## config.mk

```make
export PLATFORM = sky130hd
export DESIGN_NAME = demux_frame
export DESIGN_NICKNAME = d
export VERILOG_FILES = /design/src/rtl/demux_frame.sv
export SDC_FILE = /design/constraint.sdc
export NUM_CORES = 1
export LEC_CHECK = 0
export ABC_AREA = 1
export BUFFER_PORTS_ARGS = -buffer_cell sky130_fd_sc_hd__buf_4
export CORE_UTILIZATION = 47
export CTS_CLUSTER_DIAMETER = 80
export DETAILED_ROUTE_END_ITERATION = 12
export PLACE_DENSITY_LB_ADDON = 0.15
export SYNTH_ARGS = -nofsm -noshare
export SYNTH_HDL_FRONTEND = slang
export SYNTH_SLANG_ARGS = --single-unit
```

## constraint.sdc

```tcl
create_clock -name clk -period 2.6 [get_ports clk]
set_input_delay 0.26 -clock clk [delete_from_list [all_inputs] [get_ports clk]]
set_output_delay 0.26 -clock clk [all_outputs]
set_load 0.005 [all_outputs]
```

## src/rtl/demux_frame.sv

```systemverilog
// demux_frame: registered 1:N_CH demultiplexer that packs DATA_W-bit beats into one frame
// of N_CH lanes and holds the frame until the consumer takes it.
//
// Ports:
//   clk, rst              single rising-edge clock, synchronous active-high reset
//   inValid/inReady       input beat handshake (inReady is combinational)
//   inData                input beat
//   inSel                 destination lane in addressed mode
//   inMode                0 = addressed, 1 = sequential (latched on the first beat of a frame)
//   outValid/outReady     frame handshake
//   outData               packed frame, lane 0 in the MSBs
//   outLaneMask           bit i set when lane i was written in this frame
//   errSel                one-cycle pulse when an addressed beat named a lane >= N_CH
//
// Optional: define DEMUX_FRAME_TIMEOUT_EN to flush a partial frame after TIMEOUT_CYC idle
// cycles. Without it partial frames wait indefinitely.
module demux_frame #(
    parameter int unsigned DATA_W      = 4,
    parameter int unsigned N_CH        = 8,
    parameter int unsigned SEL_W       = $clog2(N_CH),
    parameter int unsigned TIMEOUT_CYC = 64
) (
    input  logic                   clk,
    input  logic                   rst,
    input  logic                   inValid,
    output logic                   inReady,
    input  logic [DATA_W-1:0]      inData,
    input  logic [SEL_W-1:0]       inSel,
    input  logic                   inMode,
    output logic                   outValid,
    input  logic                   outReady,
    output logic [N_CH*DATA_W-1:0] outData,
    output logic [N_CH-1:0]        outLaneMask,
    output logic                   errSel
);

    typedef enum logic [0:0] {StFill, StHold} state_e;

    state_e                  state_q, state_d;
    logic [N_CH*DATA_W-1:0]  data_q, data_d;
    logic [N_CH-1:0]         mask_q, mask_d;
    logic [SEL_W-1:0]        ptr_q, ptr_d;
    logic                    mode_q, mode_d;

    logic                    accept;
    logic                    release_frm;
    logic                    empty;
    logic                    mode_eff;
    logic [SEL_W-1:0]        lane;
    logic                    lane_ok;
    logic                    complete;
    logic                    timeout_fire;

    assign inReady     = !rst && ((state_q == StFill) || ((state_q == StHold) && outReady));
    assign outValid    = (state_q == StHold);
    assign outData     = data_q;
    assign outLaneMask = mask_q;

    assign accept      = inValid && inReady;
    assign release_frm = outValid && outReady;
    // A beat arriving together with a release starts a fresh frame, so it may relatch the mode.
    assign empty       = release_frm || (mask_q == '0);
    assign mode_eff    = empty ? inMode : mode_q;
    assign lane        = mode_eff ? ptr_q : inSel;
    assign lane_ok     = 32'(lane) < N_CH;

`ifdef DEMUX_FRAME_TIMEOUT_EN
    localparam int unsigned CntW = $clog2(TIMEOUT_CYC + 1);

    logic [CntW-1:0] idle_cnt_q;

    assign timeout_fire = (state_q == StFill) && (mask_q != '0) && !accept &&
                          (idle_cnt_q == CntW'(TIMEOUT_CYC - 1));

    always_ff @(posedge clk) begin
        if (rst) begin
            idle_cnt_q <= '0;
        end else if ((state_q != StFill) || (mask_q == '0) || accept || timeout_fire) begin
            idle_cnt_q <= '0;
        end else begin
            idle_cnt_q <= idle_cnt_q + 1'b1;
        end
    end
`else
    logic unused_timeout;

    assign timeout_fire   = 1'b0;
    assign unused_timeout = ^TIMEOUT_CYC;
`endif

    always_comb begin
        data_d   = release_frm ? '0 : data_q;
        mask_d   = release_frm ? '0 : mask_q;
        ptr_d    = ptr_q;
        mode_d   = mode_q;
        state_d  = release_frm ? StFill : state_q;
        complete = 1'b0;
        if (accept) begin
            if (empty) begin
                mode_d = inMode;
            end
            if (lane_ok) begin
                data_d[(N_CH - 1 - 32'(lane)) * DATA_W +: DATA_W] = inData;
                mask_d[lane] = 1'b1;
                complete     = mode_eff ? (32'(lane) == N_CH - 1) : (&mask_d);
            end
            if (mode_eff) begin
                ptr_d = complete ? '0 : ptr_q + 1'b1;
            end
            if (complete) begin
                state_d = StHold;
            end
        end
        if (timeout_fire) begin
            state_d = StHold;
            ptr_d   = '0;
        end
    end

    always_ff @(posedge clk) begin
        if (rst) begin
            state_q <= StFill;
            data_q  <= '0;
            mask_q  <= '0;
            ptr_q   <= '0;
            mode_q  <= 1'b0;
            errSel  <= 1'b0;
        end else begin
            state_q <= state_d;
            data_q  <= data_d;
            mask_q  <= mask_d;
            ptr_q   <= ptr_d;
            mode_q  <= mode_d;
            errSel  <= accept && !lane_ok;
        end
    end

endmodule
```

## Word-level counts from Yosys, hierarchy flattened

Cells that the tools add are included.
Widths: inputs -> output; s select.

| word-level totals | value |
|---|---|
| flip-flop bits (word level) | 45 |
| latch bits | 0 |
| bits in writable memories | 0 |
| bits in read-only memories | 0 |
| input bits | 12 |
| output and inout port bits | 43 |
| word-level logic and storage cells | 40 |
| memories kept | 0 |

| cells by class | value |
|---|---|
| add/subtract/negate cells | 3 |
| multipliers | 0 |
| divide/modulo/power cells | 0 |
| order comparisons | 2 |
| equality and inequality tests | 1 |
| shift-type cells | 2 |
| mux-type cells | 15 |
| bitwise logic cells | 2 |
| reductions and logical operators | 10 |

Operator list:

| cell | count |
|---|---|
| $mux 32 | 2 |
| $neg 32->34 | 1 |
| $shift 4x34->32 const A | 1 |
| $shiftx 4x34->32 | 1 |
| $bwmux 32 | 1 |
| $mux 8 | 2 |
| $logic_not 8->1 | 1 |
| $or 8x8->8 | 1 |
| $reduce_and 8->1 | 1 |
| $mux 1 | 7 |
| $mux 3 | 2 |
| $logic_and 1x1->1 | 4 |
| $lt 3x4->1 const B | 1 |
| $sub 3x3->4 const A | 1 |
| $add 3x1->3 const B | 1 |
| $demux 1 s3 | 1 |
| $eq 3x3->1 const B | 1 |
| $ge 3x1->1 const B | 1 |
| $logic_or 1x1->1 | 2 |
| $reduce_and 2->1 | 1 |
| $logic_not 1->1 | 1 |
| $not 1->1 | 1 |

## Longest topological paths before layout

| depth | value |
|---|---|
| word-level depth | 14 |
| gate-level depth with buffers | 16 |
| gate-level depth less buffers | 16 |

## Worst setup path before layout

Ideal clock, no wire load.

| timing path | value |
|---|---|
| path type | flip-flop to flip-flop |
| start point | register mask_q[2] (netlist: outLaneMask[2]) |
| end point | register data_q[8] (netlist: outData[8]) |
| setup time | 0.115 ns |
| arrival time | 2.243 ns |
| data required time | 2.485 ns |
| setup slack | 0.242 ns |
| cell stages (with the launch flop) | 14 |
| buffers on the path | 0 |
| period minus slack after synthesis | 2.358 ns |
| cell sequence | dfxtp_1 nor2_1 nand2_1 o21ai_2 nand2_4 nand3_1 nand2_1 ha_1 ha_1 inv_1 nor4_4 o21ai_1 nand2_1 nor2_1 |

| between the ends | value |
|---|---|
| longest elaborated chain between the ends | 9 |
| elaborated cells between the ends (all ways) | 10 |
| those cells by class | add/sub (2); shift (2); mux (4); reduce/logical (2) |

Ends and longest elaborated chain:

| element | RTL line | source |
|---|---|---|
| from (decl) | 41 | `logic [N_CH-1:0] mask_q, mask_d;` |
| from (signal assigned) | 131 | `mask_q <= mask_d;` |
| $logic_not 8->1 (*) | 62 | `assign empty = release_frm \|\| (mask_q == '0);` |
| $logic_or 1x1->1 (*) | 62 |  |
| $mux 1 (*) | -- |  |
| $mux 3 (*) | 64 | `assign lane = mode_eff ? ptr_q : inSel;` |
| $sub 3x3->4 (*) | 103 | `data_d[(N_CH - 1 - 32'(lane)) * DATA_W +: DATA_W] = inData;` |
| $neg 32->34 (*) | 103 |  |
| $shiftx 4x34->32 or $shift 4x34->32 (tied branches) | 103 |  |
| $bwmux 32 (*) | 103 |  |
| $mux 32 (*) | 98 | `if (accept) begin` |
| to (signal assigned) | 130 | `data_q <= data_d;` |
| to (decl) | 40 | `logic [N_CH*DATA_W-1:0] data_q, data_d;` |

Every way passes the cells marked *; elsewhere a longest branch is shown, timed or not.
A chain may end at the register's enable or synchronous reset.

## Final worst setup path

| timing path | value |
|---|---|
| start point | register mask_q[6] (netlist: outLaneMask[6]) |
| end point | register data_q[11] (netlist: outData[11]) |

Same word-level chain as after synthesis.

==> flow_summary.yaml <==
placement:
  place_ws_ns: 0.0743
  gp_congestion: 0.851
  hpwl_um: 4340
  port_buffers: 53
pwr:
  swShare_pct: 46.4
  power_frac_seq_pct: 27.6
  max-vdd-ir-drop_mv: 0.524
  p_int_mw: 1.83
  p_leak_nw: 1.35
  power-per-cell-area_nw_per_um2: 1130
  comb_power_share_pct: 59.5
  p_clk_share_pct: 12.9
  p_sw_mw: 1.59
  p_total_mw: 3.42
clocking:
  cts_tree: "yes"
  clockRootBuffer: "clkbuf_8"
  path_clk_slew_ns: 0.09
  cts_sinks: 45
  clk_latency_ns: 0.31
  cts_inserted_buffers: 5
  h-tree-depth: 2
  cts_buffer_depth: 2
critical_path:
  worst-path-max-fanout: 6
  cp_num_cells: 14
  cp_num_buf_inv: 1
  worstPathRequired_ns: 2.85
  path_delay_family: "simple AND/OR/NAND/NOR gates"
  cpMostUsedCell: "nand2_2"
  reg2reg_depth: 14
  cp_cell_sequence: "nor2_1 -> nand2_1 -> o21ai_2 -> nand2_2 -> nand3_1 -> nand2_2 -> ha_4 -> ha_4 -> nor2_8 -> nand2_2 -> nor4_4 -> buf_4 -> a21oi_1 -> nor2_1"
  crit_type: "reg2reg"
  slowest_stage: "nor4_4"
  arrival_ns: 2.70
  cp-end-kind: "flop"
  crit_path_start_kind: "flop"
  critPathMaxStageDelay_ns: 0.40
final_layout:
  area_growth_pct: 29.9
  drive_above_1_share_pct: 27.3
  nNetsFinal: 417
  antennaDiodeCount: 0
routing:
  routed_via_density: 5.10
  firstDrtPassIters: 4
  drtAntennaViolNets: 0
  vias: 2396
  drc_errors: 0
  wirelength_um: 5840
  drt_iter0_drc: 140
  wire_per_inst_um: 12.4
sta:
  fin_crit_sh_pct: 94.2
  hold_slack_ns: 0.195
  period_needed_ns: 2.45
  finalSetupViolCount: 0
  worst_slack_ns: 0.151
  max_clock_freq_ghz: 0.408
  slew_viol_final: 0
  fin_skew_ns: 0.0102
  hold_viol: 0
grt:
  grt_pass1_vias: 2097
  overflow: 0
  met2_usage_pct: 35.4
  track_usage_pct: 23.6
  grt-busiest-layer: "met2"
  antenna_found_initial: 0
  use_met3_pct: 6.81
  grt_start_max_net_pins: 23
  grt_pass1_wl_um: 9570
  grtUsageMet1_pct: 32.6
synth:
  synth_flop_cell: "dfxtp_1"
  ys_types: 29
  syn-num-nets: 354
  synth_top_cell_by_area: "dfxtp_1"
  yosysWarnings: 0
  yosysTopAreaCellShare_pct: 38.6
  syn_inst: 339
  netlist_area_um2: 2330
  synthTopCellsByArea: "dfxtp_1 (39%), nand2_1 (14%), nand3_1 (6.6%)"
  synth_area_per_cell_um2: 6.89
  ys_ff_latch: 45
  synth_common_cells: "nand2_1 (85), dfxtp_1 (45), nor2_1 (33), nand3_1 (31)"
  synth_edf_count: 0
  async_flop_share_pct: 0
  yosysMostFrequentCell: "nand2_1"
  yosysSeqAreaShare_pct: 38.6
die:
  dieHeight_um: 72.5
  initial_core_util_pct: 49.1
  die_x_um: 72.5
  pin_count: 55
  core.rowCount: 25
  coreArea_um2: 4750
  die-area_um2: 5250
worst_hold_path:
  hold_path.class: "in2reg"
  min_path_cells: 3
status:
  status: "finished clean"
run:
  maxCapViolCount: 0
-- worst paths after layout --
| path | from | endpoint | slack (ns) |
|---|---|---|---|
| worst min register to register | outData[18] | outData[18] | 0.47 |
| worst max-delay path | outLaneMask[6] | outData[11] | 0.15 |
| worst min-delay path | inData[3] | outData[15] | 0.20 |
| worst max register to register | outLaneMask[6] | outData[11] | 0.15 |
-- worst register-to-register path, delay by kind of cell, from the launching register on --
kind | cells | cell delay, ns
flops | 1 | 0.35
simple gates | 9 | 1.23
fa+ha+maj | 2 | 0.36
compound gates | 2 | 0.27
buf+inv | 1 | 0.19
-- kinds of logic after synthesis --
kind of cell / synth area share, %
AO/OA/AOI/OAI: 18.0
other: 0.161
buffers and inverters: 7.50
flip-flops: 38.6
adder cells (fa/ha/maj): 1.61
AND/OR/NAND/NOR: 34.2
-- layout make-up --
cell class	count	area, um2
fillers	450	1720
multi-input cells	249	1320
flip-flops and latches	45	907
clock inverters	3	21.3
clock buffers	5	68.8
inverters	34	128
well taps	67	83.8
repair buffers	67	503
-- layout by cell type (no fill, tap or decap), types with 2 or more instances in the layout --
| cell | synthesis | routed |
|---|---|---|
| dfxtp_2 | 0 | 5 |
| o21ai_1 | 10 | 10 |
| inv_2 | 4 | 4 |
| nand3_1 | 31 | 28 |
| dfxtp_1 | 45 | 40 |
| nand4_1 | 2 | 2 |
| nand3_2 | 2 | 5 |
| a21oi_1 | 29 | 29 |
| inv_1 | 29 | 29 |
| nor2_2 | 0 | 3 |
| ha_4 | 0 | 2 |
| o21a_1 | 8 | 8 |
| nand2_4 | 3 | 5 |
| nand2_2 | 5 | 5 |
| nor2_1 | 33 | 30 |
| nand3_4 | 2 | 2 |
| o21ai_0 | 28 | 28 |
| buf_4 | 1 | 67 |
| nand2_1 | 85 | 83 |
| clkbuf_8 | 0 | 5 |
-- per-stage QoR --
stage | setup TNS, ns | instances | cell area, um2 | util [%]
after floorplan | 0 | 339 | 2330 | -
after global placement | 0 | 457 | 2840 | 59.7
after detailed placement | 0 | 457 | 2840 | 59.7
after CTS | 0 | 465 | 2930 | 61.6
after global routing | -0.0487 | 470 | 3030 | 63.8
final | 0 | 470 | 3030 | 63.8
-- flip-flops by register name, indices dropped and copies added (netlist names) --
signal / cells
outData: 32
outLaneMask: 8
ptr_q: 3
mode_q: 1
outValid: 1
-- layer usage --
metal	wire length (um)	up-vias
met4	57	0
li1	-	1240
met2	2620	59
met5	0	-
met3	346	5
met1	2820	1092
-- power by group through the flow --
| stage | sequential (mW) | combinational, mW | clock [mW] |
|---|---|---|---|
| final | 0.946 | 2.04 | 0.442 |
| after floorplan | 0.952 | 1.29 | 0 |
| after global routing | 0.964 | 2.28 | 0.484 |
| after global placement | 0.951 | 1.82 | 0 |
| after CTS | 0.941 | 1.85 | 0.448 |
| after detailed placement | 0.957 | 1.84 | 0 |
-- timing repair --
action	4_1_cts	5_1_grt
hold buffers	0	0
resized for setup	0	19
setup buffers	0	5
endpoints found under the setup margin	0	27
No activity file was read; power rests on OpenSTA's default activity.
